===== src/rtl/fetch_pkg.sv =====
// Shared fetch-stage types: reader FSM states, fault codes
// and the default instruction returned with a fault.
package fetch_pkg;

  typedef enum logic [1:0] {
    IDLE,
    ISSUE,
    WAIT,
    HOLD
  } state_e;

  typedef enum logic [1:0] {
    FAULT_OK       = 2'b00,
    FAULT_MISALIGN = 2'b01,
    FAULT_RANGE    = 2'b10
  } fault_e;

  localparam logic [31:0] NOP_WORD_DEF = 32'h0000_0000;

endpackage


===== src/rtl/fetch_word_reader_if.sv =====
// PC request, instruction ROM and decode-side handshake
// bundle for the fetch word reader.
interface fetch_word_reader_if #(
  parameter int ADDR_W = 10
);

  logic              flush;
  logic              req_valid;
  logic              req_ready;
  logic [31:0]       pc_in;
  logic              imem_en;
  logic [ADDR_W-1:0] imem_addr;
  logic [31:0]       imem_rdata;
  logic              inst_valid;
  logic              inst_ready;
  logic [31:0]       inst;
  logic [31:0]       inst_pc;
  logic [1:0]        fault;

  modport master (
    input  flush, req_valid, pc_in,
    input  imem_rdata, inst_ready,
    output req_ready, imem_en, imem_addr,
    output inst_valid, inst, inst_pc, fault
  );

  modport slave (
    output flush, req_valid, pc_in,
    output imem_rdata, inst_ready,
    input  req_ready, imem_en, imem_addr,
    input  inst_valid, inst, inst_pc, fault
  );

endinterface


===== src/rtl/fetch_addr_check.sv =====
// Byte PC to ROM word index, plus alignment and range flags.
// Inverse of the word-to-byte shift used elsewhere in Fetch.
module fetch_addr_check #(
  parameter int ADDR_W = 10
) (
  input  logic [31:0]       pc_i,
  output logic [ADDR_W-1:0] widx_o,
  output logic              misal_o,
  output logic              range_o
);

  assign widx_o  = pc_i[ADDR_W+1:2];
  assign misal_o = pc_i[1:0] != 2'b00;
  assign range_o = pc_i[31:ADDR_W+2] != '0;

endmodule


===== src/rtl/fetch_word_reader.sv =====
// Fetch word reader: validates a PC, issues one ROM read,
// waits MEM_LAT cycles and buffers the word for decode.
module fetch_word_reader
  import fetch_pkg::*;
#(
  parameter int          ADDR_W   = 10,
  parameter int          MEM_LAT  = 1,
  parameter logic [31:0] NOP_WORD = NOP_WORD_DEF
) (
  input  logic clk,
  input  logic rst,
  fetch_word_reader_if.master bus
);

  localparam int CNT_W = 2;

  state_e            state_q;
  logic [CNT_W-1:0]  cnt_q;
  logic              imem_en_q;
  logic [ADDR_W-1:0] imem_addr_q;
  logic              inst_valid_q;
  logic [31:0]       inst_q;
  logic [31:0]       inst_pc_q;
  logic [1:0]        fault_q;

  logic [ADDR_W-1:0] widx;
  logic              misal;
  logic              rng;
  logic              req_ready;
  logic              accept;

  fetch_addr_check #(
    .ADDR_W (ADDR_W)
  ) u_chk (
    .pc_i    (bus.pc_in),
    .widx_o  (widx),
    .misal_o (misal),
    .range_o (rng)
  );

  // HOLD drains and accepts on the same edge
  assign req_ready = ~rst & ~bus.flush &
                     ((state_q == IDLE) |
                      ((state_q == HOLD) & bus.inst_ready));
  assign accept    = bus.req_valid & req_ready;

  always_ff @(posedge clk) begin
    if (rst) begin
      state_q      <= IDLE;
      cnt_q        <= '0;
      imem_en_q    <= 1'b0;
      imem_addr_q  <= '0;
      inst_valid_q <= 1'b0;
      inst_q       <= '0;
      inst_pc_q    <= '0;
      fault_q      <= FAULT_OK;
    end else if (bus.flush) begin
      state_q      <= IDLE;
      cnt_q        <= '0;
      imem_en_q    <= 1'b0;
      inst_valid_q <= 1'b0;
    end else begin
      imem_en_q <= 1'b0;
      case (state_q)
        IDLE, HOLD: begin
          if (accept) begin
            inst_pc_q <= bus.pc_in;
            if (misal) begin
              state_q      <= HOLD;
              inst_valid_q <= 1'b1;
              inst_q       <= NOP_WORD;
              fault_q      <= FAULT_MISALIGN;
            end else if (rng) begin
              state_q      <= HOLD;
              inst_valid_q <= 1'b1;
              inst_q       <= NOP_WORD;
              fault_q      <= FAULT_RANGE;
            end else begin
              state_q      <= ISSUE;
              inst_valid_q <= 1'b0;
              fault_q      <= FAULT_OK;
              imem_en_q    <= 1'b1;
              imem_addr_q  <= widx;
            end
          end else if (state_q == HOLD && bus.inst_ready) begin
            state_q      <= IDLE;
            inst_valid_q <= 1'b0;
          end
        end
        ISSUE: begin
          state_q <= WAIT;
          cnt_q   <= CNT_W'(MEM_LAT - 1);
        end
        WAIT: begin
          if (cnt_q == '0) begin
            state_q      <= HOLD;
            inst_valid_q <= 1'b1;
            inst_q       <= bus.imem_rdata;
            fault_q      <= FAULT_OK;
          end else begin
            cnt_q <= cnt_q - 1'b1;
          end
        end
        default: state_q <= IDLE;
      endcase
    end
  end

  assign bus.req_ready  = req_ready;
  assign bus.imem_en    = imem_en_q;
  assign bus.imem_addr  = imem_addr_q;
  assign bus.inst_valid = inst_valid_q;
  assign bus.inst       = inst_q;
  assign bus.inst_pc    = inst_pc_q;
  assign bus.fault      = fault_q;

endmodule


===== src/flat_wrapper.sv =====
// flat-port wrapper written by rule: the top's interface ports become plain ports
module fetch_word_reader_flat import fetch_pkg::*;
#(
  parameter int          ADDR_W   = 10,
  parameter int          MEM_LAT  = 1,
  parameter logic [31:0] NOP_WORD = NOP_WORD_DEF
)
  (clk, rst, bus_flush, bus_req_valid, bus_pc_in, bus_imem_rdata, bus_inst_ready, bus_req_ready, bus_imem_en, bus_imem_addr, bus_inst_valid, bus_inst, bus_inst_pc, bus_fault);
  fetch_word_reader_if #(.ADDR_W(ADDR_W)) bus_i ();
  input  logic clk;
  input  logic rst;
  input wire logic [$bits(bus_i.flush)-1:0] bus_flush;
  input wire logic [$bits(bus_i.req_valid)-1:0] bus_req_valid;
  input wire logic [$bits(bus_i.pc_in)-1:0] bus_pc_in;
  input wire logic [$bits(bus_i.imem_rdata)-1:0] bus_imem_rdata;
  input wire logic [$bits(bus_i.inst_ready)-1:0] bus_inst_ready;
  output wire logic [$bits(bus_i.req_ready)-1:0] bus_req_ready;
  output wire logic [$bits(bus_i.imem_en)-1:0] bus_imem_en;
  output wire logic [$bits(bus_i.imem_addr)-1:0] bus_imem_addr;
  output wire logic [$bits(bus_i.inst_valid)-1:0] bus_inst_valid;
  output wire logic [$bits(bus_i.inst)-1:0] bus_inst;
  output wire logic [$bits(bus_i.inst_pc)-1:0] bus_inst_pc;
  output wire logic [$bits(bus_i.fault)-1:0] bus_fault;
  assign bus_i.flush = bus_flush;
  assign bus_i.req_valid = bus_req_valid;
  assign bus_i.pc_in = bus_pc_in;
  assign bus_i.imem_rdata = bus_imem_rdata;
  assign bus_i.inst_ready = bus_inst_ready;
  assign bus_req_ready = bus_i.req_ready;
  assign bus_imem_en = bus_i.imem_en;
  assign bus_imem_addr = bus_i.imem_addr;
  assign bus_inst_valid = bus_i.inst_valid;
  assign bus_inst = bus_i.inst;
  assign bus_inst_pc = bus_i.inst_pc;
  assign bus_fault = bus_i.fault;
  fetch_word_reader #(.ADDR_W(ADDR_W), .MEM_LAT(MEM_LAT), .NOP_WORD(NOP_WORD)) u_core (.clk(clk), .rst(rst), .bus(bus_i));
endmodule

===== config.mk =====
export PLATFORM = sky130hd
export DESIGN_NAME = fetch_word_reader_flat
export DESIGN_NICKNAME = d
export VERILOG_FILES = /design/src/rtl/fetch_pkg.sv /design/src/rtl/fetch_word_reader_if.sv /design/src/rtl/fetch_addr_check.sv /design/src/rtl/fetch_word_reader.sv /design/src/flat_wrapper.sv
export SDC_FILE = /design/constraint.sdc
export NUM_CORES = 1
export LEC_CHECK = 0
export CAP_MARGIN = 30
export CORE_UTILIZATION = 45
export DETAILED_ROUTE_END_ITERATION = 12
export GPL_TIMING_DRIVEN = 0
export PLACE_DENSITY = 0.83
export SYNTH_ARGS = -nofsm -noshare
export SYNTH_HDL_FRONTEND = slang
export SYNTH_HIERARCHICAL = 1
export SYNTH_SLANG_ARGS = --single-unit

===== constraint.sdc =====
create_clock -name clk -period 3.42 [get_ports clk]
set_input_delay 0.342 -clock clk [delete_from_list [all_inputs] [get_ports clk]]
set_output_delay 0.342 -clock clk [all_outputs]
set_load 0.01 [all_outputs]

======== Word level (Yosys, flattened, before mapping) ========
Index checks and enable logic that the tools add are counted.
Widths: inputs -> output; s select.
storage, ports and cells
  register bits after elaboration ......... 82
  output and inout port bits .............. 79
  logic and storage cells ................. 70
operators by class
  $add $sub $neg .......................... 1
  eq/ne operators ......................... 8
  muxes and demuxes ....................... 25
  bitwise operators ....................... 11
  reductions and logical operators ........ 17
operators by type and width
  cell                 count
  $mux 32              4
  $pmux 32 s2          1
  $mux 2               10
  $reduce_bool 20->1   1
  $reduce_and 5->1     2
  $pmux 2 s2           2
  $mux 1               6
  $ne 3x1->1 const B   2
  $not 1->1            6
  $pmux 2 s3           1
  $reduce_and 3->1     2
  $reduce_bool 2->1    3
  $reduce_or 5->1      1
  $and 1x1->1          4
  $eq 2x2->1 const B   2
  $logic_not 2->1      2
  $ne 2x1->1 const B   2
  $reduce_and 2->1     2
  $reduce_and 4->1     1
  $reduce_or 2->1      2
  $eq 2x1->1 const B   1
  $ne 2x2->1 const B   1
  $pmux 1 s2           1
  $sub 2x1->2 const B  1
  other kinds (2)      2

======== Logic depth before layout (Yosys ltp) ========
Gate-level depths: netlist (run 1).
  word-level depth ........................ 7
  gate-level depth with buffers ........... 8
  depth with buffers taken out ............ 7

======== Hierarchy ========
The synthesis (run 1) kept the hierarchy.
modules (own cells, without submodules)
  module             instances  cells each  area an instance (sq um)  seq. area each (sq um)
  fetch_word_reader  1          383         3214.3                    1641.6
  fetch_addr_check   1          18          123.9                     0.0

======== Least setup slack after synthesis (run 1) ========
Ideal clock, no wire load.
  kind .................................... reg-to-reg
  from .................................... register u_core.state_q[0]
  to ...................................... register u_core.inst_q[11] (netlist: u_core/bus.inst[11])
  setup time .............................. 0.123 ns
  data arrival time ....................... 1.758 ns
  data required time ...................... 3.297 ns
  path slack .............................. 1.539 ns
  stages on the path, launching flop included .. 9
  path buffers ............................ 2
  cells stage by stage .................... dfxtp_1 inv_1 ha_1 nor2b_1 clkbuf_1 or3_1 nor2_1 clkbuf_2 o21ai_0
on the way
  longest elaborated chain between the ends .. 7
ends and longest elaborated chain
  element                            RTL line                                          text
  from (decl)                        fetch_word_reader.sv:17                           state_e state_q;
  from (signal assigned)             fetch_word_reader.sv:49                           state_q <= IDLE;
  from (signal assigned)             fetch_word_reader.sv:58                           state_q <= IDLE;
  from (signal assigned)             fetch_word_reader.sv:69                           state_q <= HOLD;
  $eq 2x2->1                         fetch_word_reader.sv:44, fetch_word_reader.sv:64
  $and 1x1->1                        fetch_word_reader.sv:44                           ((state_q == HOLD) & bus.inst_ready));
  $or 1x1->1                         fetch_word_reader.sv:43                           ((state_q == IDLE) |
  $and 1x1->1                        fetch_word_reader.sv:42                           assign req_ready = ~rst & ~bus.flush &
  $and 1x1->1                        fetch_word_reader.sv:45                           assign accept = bus.req_valid & req_ready;
  $ne 2x1->1 (no source line)        -
  $reduce_and 5->1 (no source line)  -
  to (signal assigned)               fetch_word_reader.sv:98                           inst_q <= bus.imem_rdata;
  to (decl)                          fetch_word_reader.sv:22                           logic [31:0] inst_q;
Several ways; a longest one is shown, not always the timed one.
A chain may end at the register's enable or synchronous reset.

======== Final worst setup path (run 1) ========
  from .................................... input port rst
  to ...................................... output port bus_req_ready
on the way
  longest elaborated chain between the ends .. 3
ends and longest elaborated chain
  element                    RTL line                 text
  from (decl)                flat_wrapper.sv:11       input logic rst;
  $not 1->1                  fetch_word_reader.sv:42
  $and 1x1->1 (2 in series)  fetch_word_reader.sv:42
  to (decl)                  flat_wrapper.sv:17       output wire logic [$bits(bus_i.req_ready)-1:0] bus_req_ready;
No other way between the ends.

==> impl_results.md, run 1 <==
- Gp weighted congestion: 0.7566
- CTS Buf Count: 9
- Asr flop ratio synth: 0%
- Max_cap viols: 0
- Layout cells sized above 1: 7.979%
- Post-Synth XOR/XNOR Area: 0%
- Util after Layout: 71.30%
- Port bufs: 147
- Starting DRT DRC Count: 178
- Pwr per Cell Area: 401.6 mW/mm^2
- Main synth FF type: dfxtp_1
- Final hold violation count: 0
- Worst setup EP type: primary output
- FILL cells: 592
- Worst skew pair latency: 0.35 ns
- Worst slew pin tran: 0.6433 ns
- Setup Skew: 0.01048 ns
- Worst EP arrival: 2.26 ns
- Tcrit/Tclk final: 76.11%
- CP max FO: 10
- Gr ovfl total: 0
- Synth Area in Adders: 1.874%
- Starting Density: 46.27%
- Critical path's slowest cell: clkdlybuf4s50_1
- CTS Root Cell: clkbuf_8
- # rows: 31
- CP cell instances: clkdlybuf4s50_1, clkbuf_1, or2_2, clkbuf_1, nor2_1, clkdlybuf4s50_1
- Syn Inst Count: 401
- Setup TNS: 0 ns
- Synth-to-Final Area Change: 54.09%
- Hold EP: u_core/bus.inst_pc[30]
- Antenna cell count: 0
- Reg2Reg Depth: 8
- Post-synth EDFFs: 0
- TritonCTS clock tree: done
- DR WL/cell: 14.39 microns
- Setup slack, reg-to-reg: 1.11 ns
- Routed vias: 3432
- CTS resizes: 0
- Core Area: 0.007214 sq mm
- Initial antenna violation count: 0
- Post-synthesis sequential area ratio: 49.18%
- Die Footprint: 0.007767 sq mm
- Hold Path Cell Cnt: 2
- Combinational family with the most area after synthesis: simple AND/OR/NAND/NOR gates
- Largest net degree at the start of global routing: 14
- Routed WL: 9538 microns
- Number of synthesized register bits: 82
- Fin crit period: 2.603 ns
- Hold_buf cts: 0
- Worst rel slew slack: 57.11%
- Htree depth: 3
- DR vias/cell: 5.176
- Worst Hold Class: register to register
- Drc violations: 0
- Post-route antenna net violation count: 0
- Reg area: 0.001642 sq mm
- WS Path Type: primary input to primary output
- Clk sinks: 82
- Hold_sp: u_core/bus.inst_pc[30]
- Post-synthesis mux area share: 3.298%
- RSZ-0062 raised after global routing: false
- # setup viols final: 0
- Layout Nets: 633
- Syn Nets: 475
- Synthesized area: 0.003338 sq mm
- Worst reg2reg startpoint: u_core/state_q[0]
- Cell variety after synth: 37
- Vias in the first global route: 3299
- Post-synthesis compound-gate area fraction: 14.81%
- Global-route wire length before repair: 15260 microns
- Pleak: 1.762 nW
- # IOs: 148
- Critical Path RT: 3.08 ns
- Number of synthesis warnings: 6
- Synth Area in Simple Gates: 23.50%
- Clock Pin Slew Worst Setup and Hold Paths: 0.08 ns
- Setup WS pre-CTS: 0.7892 ns
- Area occupied by multi-input gates: 0.001451 sq mm
- Syn avg cell area: 8.325 sq um
- Max Fclk: 384.2 MHz
- Post-route worst hold slack: 0.4582 ns
- Chip height: 88.13 microns
- Post-CTS Setup Bufs: 0
- R2R Path End: u_core/bus.inst[3]
- CP Launch Type: primary input
- Outcome: complete, no violations
- Final std cells w/o fill: 663
- Width of the die: 88.13 microns
- Pins over their slew limit: 0
- DP Cell Count: 647
- DR pass1 iterations: 4
- Setup slack after layout: 0.8170 ns
- GRT Overall Usage: 25.40%
- VDD IR max: 0.2902 mV
- CTS Buffer Depth: 2
- DP HPWL: 7237 microns
- Critical Path Max Stage Delay: 0.51 ns
[sequential cells by signal (all words and copies together), names as in the netlist]
| name | count |
|---|---|
| u_core/bus.inst | 32 |
| u_core/bus.inst_pc | 32 |
| u_core/bus.imem_addr | 10 |
| u_core/bus.fault | 2 |
| u_core/cnt_q | 2 |
| u_core/state_q | 2 |
| u_core/bus.imem_en | 1 |
| u_core/bus.inst_valid | 1 |
[stage by stage]
step	cell area, sq um	power, W
5_1_grt	5144	0.002153
3_3_place_gp	4933	0.001323
4_1_cts	5144	0.002074
6_report	5144	0.002066
3_5_place_dp	4933	0.001331
2_1_floorplan	3338	0.001158
[worst max path at each step]
stage | end | from | slack [ns] | cells past startpoint
after CTS | bus_req_ready | rst | 0.79 | 6
after global routing | bus_req_ready | rst | 0.70 | 6
after detailed placement | bus_req_ready | rst | 0.79 | 6
after global placement | bus_req_ready | rst | 0.82 | 6
after floorplan | u_core/bus.inst[11] | u_core/state_q[0] | 1.54 | 8
final | bus_req_ready | rst | 0.82 | 6
[critical path: cells and delay by family]
kind	cells	cell delay [ns]
buffers and inverters	4	1.63
and+or+nand+nor	2	0.28
[report_power, final]
group	internal (W)	leakage (nW)	switching, W
Sequential	0.000976	0.663	0.0000116
Combinational	0.000157	0.992	0.000166
Clock	0.000411	0.107	0.000344
[cell usage in the layout, fill, tap and decap left out, types with 8 or more instances in the layout]
cell / count
nand2_1: 89
dfxtp_1: 82
nand4_1: 32
clkbuf_1: 22
a21oi_1: 48
clkdlybuf4s50_1: 147
buf_4: 11
nor2_1: 19
mux2i_1: 11
o21ai_0: 32
buf_2: 8
clkbuf_8: 9
[logic make-up (layout without fill, tap and decap cells)]
kind of cell,after synthesis,count (layout)
compound gates,91,91
mux,11,11
fa+ha+maj,5,5
simple gates,163,163
buf+inv,49,212
flops,82,82
[metal layers]
layer | GRT usage [%] | vias to the layer above | share of wire, %
li1 | - | 1690 | -
met1 | 31.06 | 1606 | 41
met2 | 42.00 | 115 | 50
met3 | 5.184 | 21 | 6.1
met4 | 13.78 | 0 | 2.9
met5 | 0 | - | 0
[synth_stat cells, drive strengths merged (2+ instances only)]
cell type,instances,area (sq um)
a211oi,2,15.01
a21oi,48,240.2
a31o,2,17.52
and3,2,12.51
buf,20,133.9
clkbuf,22,85.08
dfxtp,82,1642
ha,5,62.56
inv,6,22.52
mux2i,11,110.1
nand2,89,334.1
nand4,32,200.2
nor2,19,71.32
nor2b,2,12.51
nor3,4,30.03
nor4,5,31.28
nor4b,2,32.53
o21ai,32,160.2
or2,2,12.51
or3,2,12.51
[area by class of cell]
cell class                 count  area share (%)
buffer                        42           4.257
sequential                    82           31.91
clock buffer                  11           2.554
clock inverter                 5           1.532
timing repair buffer         147           28.61
tap                           99           2.408
inverter                       7          0.5108
multi-input combinational    270           28.22
No activity file was read; power rests on OpenSTA's default activity.
==> run 2: changes to the inputs <==
--- a/config.mk
+++ b/config.mk
@@ -6,10 +6,10 @@
 export NUM_CORES = 1
 export LEC_CHECK = 0
 export CAP_MARGIN = 30
-export CORE_UTILIZATION = 45
+export CORE_UTILIZATION = 42
 export DETAILED_ROUTE_END_ITERATION = 12
 export GPL_TIMING_DRIVEN = 0
-export PLACE_DENSITY = 0.83
+export PLACE_DENSITY = 0.78
 export SYNTH_ARGS = -nofsm -noshare
 export SYNTH_HDL_FRONTEND = slang
 export SYNTH_HIERARCHICAL = 1
==> constraint.sdc (replaced) <==
create_clock -name clk -period 2.5 [get_ports clk]
set_input_delay 0.25 -clock clk [delete_from_list [all_inputs] [get_ports clk]]
set_output_delay 0.25 -clock clk [all_outputs]
set_load 0.01 [all_outputs]
==> impl_results.md, run 2 (synthesized netlist as in run 1, its figures left out) <==
- Outcome: complete, but fails checks
- Failing checks: DRC
- Switching share of total power: 26.39% (+1.2 points)
- Worst slew pin tran: 0.5423 ns (-0.1010 ns)
- Combinational fraction of design power: 16.3% (+0.6 points)
- CP max FO: 10 (unchanged)
- Chip height: 91.15 microns (+3.4%)
- VDD IR max: 0.2720 mV (-6.3%)
- Pleak: 1.755 nW (-0.37%)
- Synth-to-Final Area Change: 54.09% (unchanged)
- Clock Pin Slew Worst Setup and Hold Paths: 0.08 ns (about the same)
- TritonCTS clock tree: done
- Gr ovfl total: 0 (unchanged)
- CTS Buf Count: 9 (unchanged)
- Starting DRT DRC Count: 143 (-20%)
- Post-route antenna net violation count: 0 (unchanged)
- Clk sinks: 82 (unchanged)
- Pwr per Cell Area: 532.4 mW/mm^2 (+33%)
- # setup viols final: 0 (unchanged)
- WS Path Type: primary input to primary output
- Starting Density: 43.42% (-2.8 points)
- Die Footprint: 0.008308 sq mm (+7.0%)
- P_sw: 0.0007228 W (+39%)
- GRT Overall Usage: 23.38% (-2.0 points)
- Htree depth: 3 (unchanged)
- Setup Skew: 0.006227 ns (-0.004253 ns)
- Sequential power share: 49.3% (+1.5 points)
- DR WL/cell: 14.48 microns (+0.62%)
- P_int: 0.002016 W (+31%)
- Drc violations: 1 (+1)
- Final Cell Area: 0.005144 sq mm (unchanged)
- Setup slack after layout: 0.1755 ns (-0.6416 ns)
- Most frequent cells in the layout: 147 x clkdlybuf4s50_1, 89 x nand2_1, 82 x dfxtp_1
- Setup TNS: 0 ns (unchanged)
- FILL cells: 667 (+13%)
- Routed WL: 9641 microns (+1.1%)
- Routed vias: 3404 (-0.82%)
- DP HPWL: 7231 microns (about the same)
- Post-CTS Setup Bufs: 0 (unchanged)
- Port bufs: 147 (unchanged)
- CP Launch Type: primary input
- Gp weighted congestion: 0.7917 (+4.6%)
- CTS Buffer Depth: 2 (unchanged)
- Final hold violation count: 0 (unchanged)
- Tcrit/Tclk final: 92.98%
- Worst skew pair latency: 0.35 ns (about the same)
- Vias in the first global route: 3200 (-3.0%)
- Setup WS pre-CTS: -0.007487 ns (-0.7967 ns)
- Critical Path RT: 2.25 ns (-0.83 ns)
- Largest net degree at the start of global routing: 15 (+1)
- Layout Nets: 633 (unchanged)
- Initial antenna violation count: 0 (unchanged)
- Clock power frac: 34.4% (-2.1 points)
- Worst setup EP type: primary output
- Layout cells sized above 1: 8.688% (+0.71 points)
- Antenna cell count: 0 (unchanged)
- Worst Hold Class: register to register
- Max_cap viols: 0 (unchanged)
- DR pass1 iterations: 9 (+5)
- Core Area: 0.007687 sq mm (+6.6%)
- # IOs: 148 (unchanged)
- Max Fclk: 430.2 MHz
- Most common cell after layout, fill and taps aside: clkdlybuf4s50_1
- DR vias/cell: 5.111 (-1.3%)
- Worst rel slew slack: 63.85% (+6.7 points)
- CTS Root Cell: clkbuf_8
- # rows: 32 (+3.2%)
- Global-route wire length before repair: 15500 microns (+1.6%)
- Width of the die: 91.15 microns (+3.4%)
- Setup slack, reg-to-reg: 0.22 ns (-0.89 ns)
- Area occupied by multi-input gates: 0.001464 sq mm (+0.86%)
- Post-route worst hold slack: 0.4562 ns (-0.001997 ns)
- Area post-placement: 0.004937 sq mm (about the same)
- Pins over their slew limit: 0 (unchanged)
- Worst EP arrival: 2.07 ns (-0.19 ns)
- Fin crit period: 2.325 ns
- Reg area: 0.001642 sq mm (unchanged)
-- run 2: layout make-up --
cell class	count	area share, %
buffer	42	4.281
clock buffer	10	2.481
clock inverter	6	1.265
inverter	7	0.5108
multi-input combinational	270	28.46
sequential	82	31.91
tap	102	2.481
timing repair buffer	147	28.61
-- run 2: repair_timing --
item | CTS | global route
hold buffers | 0 | 0
gates resized for setup | 0 | 5
setup endpoints to repair | 0 | 19
-- run 2: metal layers --
metal	share of wire, %	global-route usage [%]
met3	5.7	4.188
met4	2.6	10.32
met5	0	0
met2	50	39.96
met1	42	28.67
-- run 2: through the flow --
stage | total power (W) | utilization [%] | instances
2_1_floorplan | 0.001585 | - | 401
3_3_place_gp | 0.001811 | 64.23 | 650
3_5_place_dp | 0.001819 | 64.23 | 650
4_1_cts | 0.002754 | 66.73 | 666
5_1_grt | 0.002855 | 66.91 | 666
6_report | 0.002739 | 66.91 | 666
-- run 2: path summary, 6_finish.rpt --
| path | to | cells after the start | start |
|---|---|---|---|
| worst max-delay path | bus_req_ready | 6 | rst |
| worst min-delay path | u_core/bus.inst_pc[31] | 2 | u_core/bus.inst_pc[31] |
| worst max register to register | u_core/bus.inst[14] | 8 | u_core/state_q[0] |
| worst min register to register | u_core/bus.inst_pc[31] | 2 | u_core/bus.inst_pc[31] |
-- run 2: worst max-delay path, stage by stage --
cell and delay (ns):
clkdlybuf4s50_1 0.44, clkbuf_2 0.21, or2_2 0.30, clkbuf_1 0.18, nor2_1 0.14, clkdlybuf4s50_1 0.55
-- run 2: power groups by stage --
stage	Clock (W)	Sequential, W	Combinational (W)
2_1_floorplan	0	0.00139	0.000191
3_5_place_dp	0	0.00138	0.000438
4_1_cts	0.000963	0.00135	0.000441
5_1_grt	0.00102	0.00135	0.000486
6_report	0.000941	0.00135	0.000447
3_3_place_gp	0	0.00138	0.000431
==> run 3: changes to the inputs <==
--- a/config.mk
+++ b/config.mk
@@ -5,11 +5,12 @@
 export SDC_FILE = /design/constraint.sdc
 export NUM_CORES = 1
 export LEC_CHECK = 0
+export ABC_AREA = 1
 export CAP_MARGIN = 30
-export CORE_UTILIZATION = 42
+export CORE_UTILIZATION = 44
 export DETAILED_ROUTE_END_ITERATION = 12
 export GPL_TIMING_DRIVEN = 0
-export PLACE_DENSITY = 0.78
+export PLACE_DENSITY = 0.79
 export SYNTH_ARGS = -nofsm -noshare
 export SYNTH_HDL_FRONTEND = slang
 export SYNTH_HIERARCHICAL = 1
==> impl_results.md, run 3 <==
- Gr ovfl total: 0 (unchanged)
- Critical Path RT: 2.25 ns (about the same)
- Largest net degree at the start of global routing: 16 (+1)
- Htree depth: 3 (unchanged)
- Met1 wire length: 4271 microns (+6.6%)
- Routed vias: 3915 (+15%)
- Worst rel slew slack: 67.60% (+3.8 points)
- Syn Inst Count: 561 (+40%)
- Synth-to-Final Area Change: 48.39%
- Fin crit period: 1.984 ns (-0.3402 ns)
- Final total power: 0.003253 W (+19%)
- Port bufs: 147 (unchanged)
- Most frequent cells in the layout: 147 x clkdlybuf4s50_1, 120 x nand2_1, 96 x inv_1
- Biggest area consumer among synthesized cells: dfxtp_1
- Core Area: 0.008258 sq mm (+7.4%)
- Worst setup EP type: primary output
- P_int: 0.002331 W (+16%)
- Top cells by count, synth: 120 x nand2_1, 96 x inv_1, 82 x dfxtp_1, 75 x nor2_1, 35 x a21oi_1
- Post-route antenna net violation count: 0 (unchanged)
- Hold_buf cts: 0 (unchanged)
- WL met3: 934 microns (+71%)
- Clk sinks: 82 (unchanged)
- Global-route wire length before repair: 16100 microns (+3.9%)
- Combinational fraction of design power: 22.2% (+5.9 points)
- Pleak: 2.481 nW (+41%)
- Starting Density: 45.68% (+2.3 points)
- Syn avg cell area: 6.724 sq um (-19%)
- Most common cell after layout, fill and taps aside: clkdlybuf4s50_1
- Switching share of total power: 28.34% (+1.9 points)
- # IOs: 148 (unchanged)
- Worst slew pin tran: 0.4860 ns (-0.05637 ns)
- Syn Nets: 635 (+34%)
- Initial antenna violation count: 0 (unchanged)
- Clock Pin Slew Worst Setup and Hold Paths: 0.08 ns (about the same)
- Synthesized area: 0.003772 sq mm (+13%)
- WS Path Type: register to primary output
- Setup Skew: 0.01513 ns (+0.008907 ns)
- CP max FO: 3 (-7)
- Number of synthesized register bits: 82 (unchanged)
- Starting DRT DRC Count: 131 (-8.4%)
- DP HPWL: 7605 microns (+5.2%)
- Max Fclk: 503.9 MHz (+17%)
- Width of the die: 94.60 microns (+3.8%)
- # rows: 33 (+3.1%)
- Setup TNS: 0 ns (unchanged)
- Asr flop ratio synth: 0% (unchanged)
- Post-synthesis sequential area ratio: 43.52% (-5.7 points)
- Drc violations: 0 (-1)
- Pwr per Cell Area: 581.1 mW/mm^2 (+9.1%)
- Clock power frac: 33.6% (-0.8 points)
- Vias in the first global route: 3734 (+17%)
- CP Launch Type: register
- Worst Hold Class: register to register
- Antenna cell count: 0 (unchanged)
- # setup viols final: 0 (unchanged)
- RSZ-0062 raised after global routing: false
- Setup slack after layout: 0.5157 ns (+0.3402 ns)
- Synth area leaders: dfxtp_1 44%, nand2_1 12%, inv_1 9.6%
- Outcome: complete, no violations
- Worst reg2reg startpoint: u_core/state_q[0]
- Critical Path Source: u_core/state_q[1]
- Final std cells w/o fill: 829 (+24%)
- Post-CTS Setup Bufs: 0 (unchanged)
- Pins over their slew limit: 0 (unchanged)
- CTS Root Cell: clkbuf_8
- Routed WL: 10140 microns (+5.1%)
- Met2 wire len: 4742 microns (-1.9%)
- DR WL/cell: 12.23 microns (-16%)
- Worst EP arrival: 1.73 ns (-0.34 ns)
- CTS Buf Count: 9 (unchanged)
- CTS resizes: 0 (unchanged)
- Cell variety after synth: 25 (-32%)
- TritonCTS clock tree: done
- DP Cell Count: 813 (+25%)
- Setup WS pre-CTS: 0.2358 ns (+0.2433 ns)
- Post-synth EDFFs: 0 (unchanged)
- DR pass1 iterations: 4 (-5)
- Tcrit/Tclk final: 79.37% (-14 points)
- Final hold violation count: 0 (unchanged)
- Main synth FF type: dfxtp_1
- GRT Overall Usage: 22.91% (-0.46 points)
- DR vias/cell: 4.723 (-7.6%)
- Layout Nets: 793 (+25%)
- Top-count cell post-synth: nand2_1
- Layout cells sized above 1: 8.702% (+0.014 points)
- Synth top area share: 43.52% (-5.7 points)
- Worst skew pair latency: 0.37 ns (+0.02 ns)
- Max_cap viols: 0 (unchanged)
- Chip height: 94.60 microns (+3.8%)
- Sequential power share: 44.2% (-5.1 points)
- Hold_sp: u_core/cnt_q[0]
- Gp weighted congestion: 0.8308 (+4.9%)
- Top layer in use: met4
- Number of synthesis warnings: 6 (unchanged)
- Util after Layout: 67.79% (+0.88 points)
- Die Footprint: 0.008948 sq mm (+7.7%)
- P_sw: 0.0009218 W (+28%)
- CTS Buffer Depth: 2 (unchanged)
- VDD IR max: 0.3218 mV (+18%)
==> run 3: worst paths after layout <==
| check | endpoint | slack (ns) | cells after the start |
|---|---|---|---|
| worst max-delay path | bus_req_ready | 0.52 | 7 |
| worst min-delay path | u_core/cnt_q[0] | 0.44 | 1 |
| worst max register to register | u_core/bus.inst_pc[9] | 0.57 | 8 |
| worst min register to register | u_core/cnt_q[0] | 0.44 | 1 |
==> run 3: power groups by stage <==
| stage | Combinational [W] | Sequential, W | Clock [W] |
|---|---|---|---|
| 2_1_floorplan | 0.000318 | 0.00150 | 0 |
| 3_3_place_gp | 0.000705 | 0.00146 | 0 |
| 3_5_place_dp | 0.000719 | 0.00147 | 0 |
| 4_1_cts | 0.000725 | 0.00144 | 0.00110 |
| 5_1_grt | 0.000800 | 0.00145 | 0.00116 |
| 6_report | 0.000723 | 0.00144 | 0.00109 |
==> run 3: area by class of cell <==
type,count,area [sq um]
flip-flops and latches,82,1642
multi-input cells,327,1500
inverters,110,412.9
fillers,736,2660
well taps,105,131.4
clock buffers,9,123.9
clock inverters,7,98.84
plain buffers,42,217.7
repair buffers,147,1471
==> run 3: logic make-up (layout without fill, tap and decap cells) <==
group,after synthesis,in the layout,synth area share [%]
adder cells (fa/ha/maj),5,5,1.658
flip-flops,82,82,43.52
buffers and inverters,152,315,16.72
AO/OA/AOI/OAI,82,82,10.91
AND/OR/NAND/NOR,240,240,27.20
==> run 3: per-stage QoR <==
stage | area [sq um] | hold slack, ns
after floorplan | 3772 | 0.3191
after global placement | 5375 | 0.4133
after detailed placement | 5375 | 0.4258
after global routing | 5598 | 0.4599
after CTS | 5598 | 0.4364
final | 5598 | 0.4448
==> run 3: routing by layer <==
metal / GRT usage (%) / up-vias
met4: 8.712 / 0
met2: 41.61 / 125
met1: 25.20 / 1760
li1: - / 2011
met3: 6.441 / 19
met5: 0 / -
==> run 3: critical path: stages, from the launching register on <==
cell and delay (ns):
dfxtp_1 0.34, inv_1 0.11, ha_1 0.16, inv_1 0.04
nand2_1 0.10, nand2_1 0.06, inv_1 0.05, clkdlybuf4s50_1 0.52
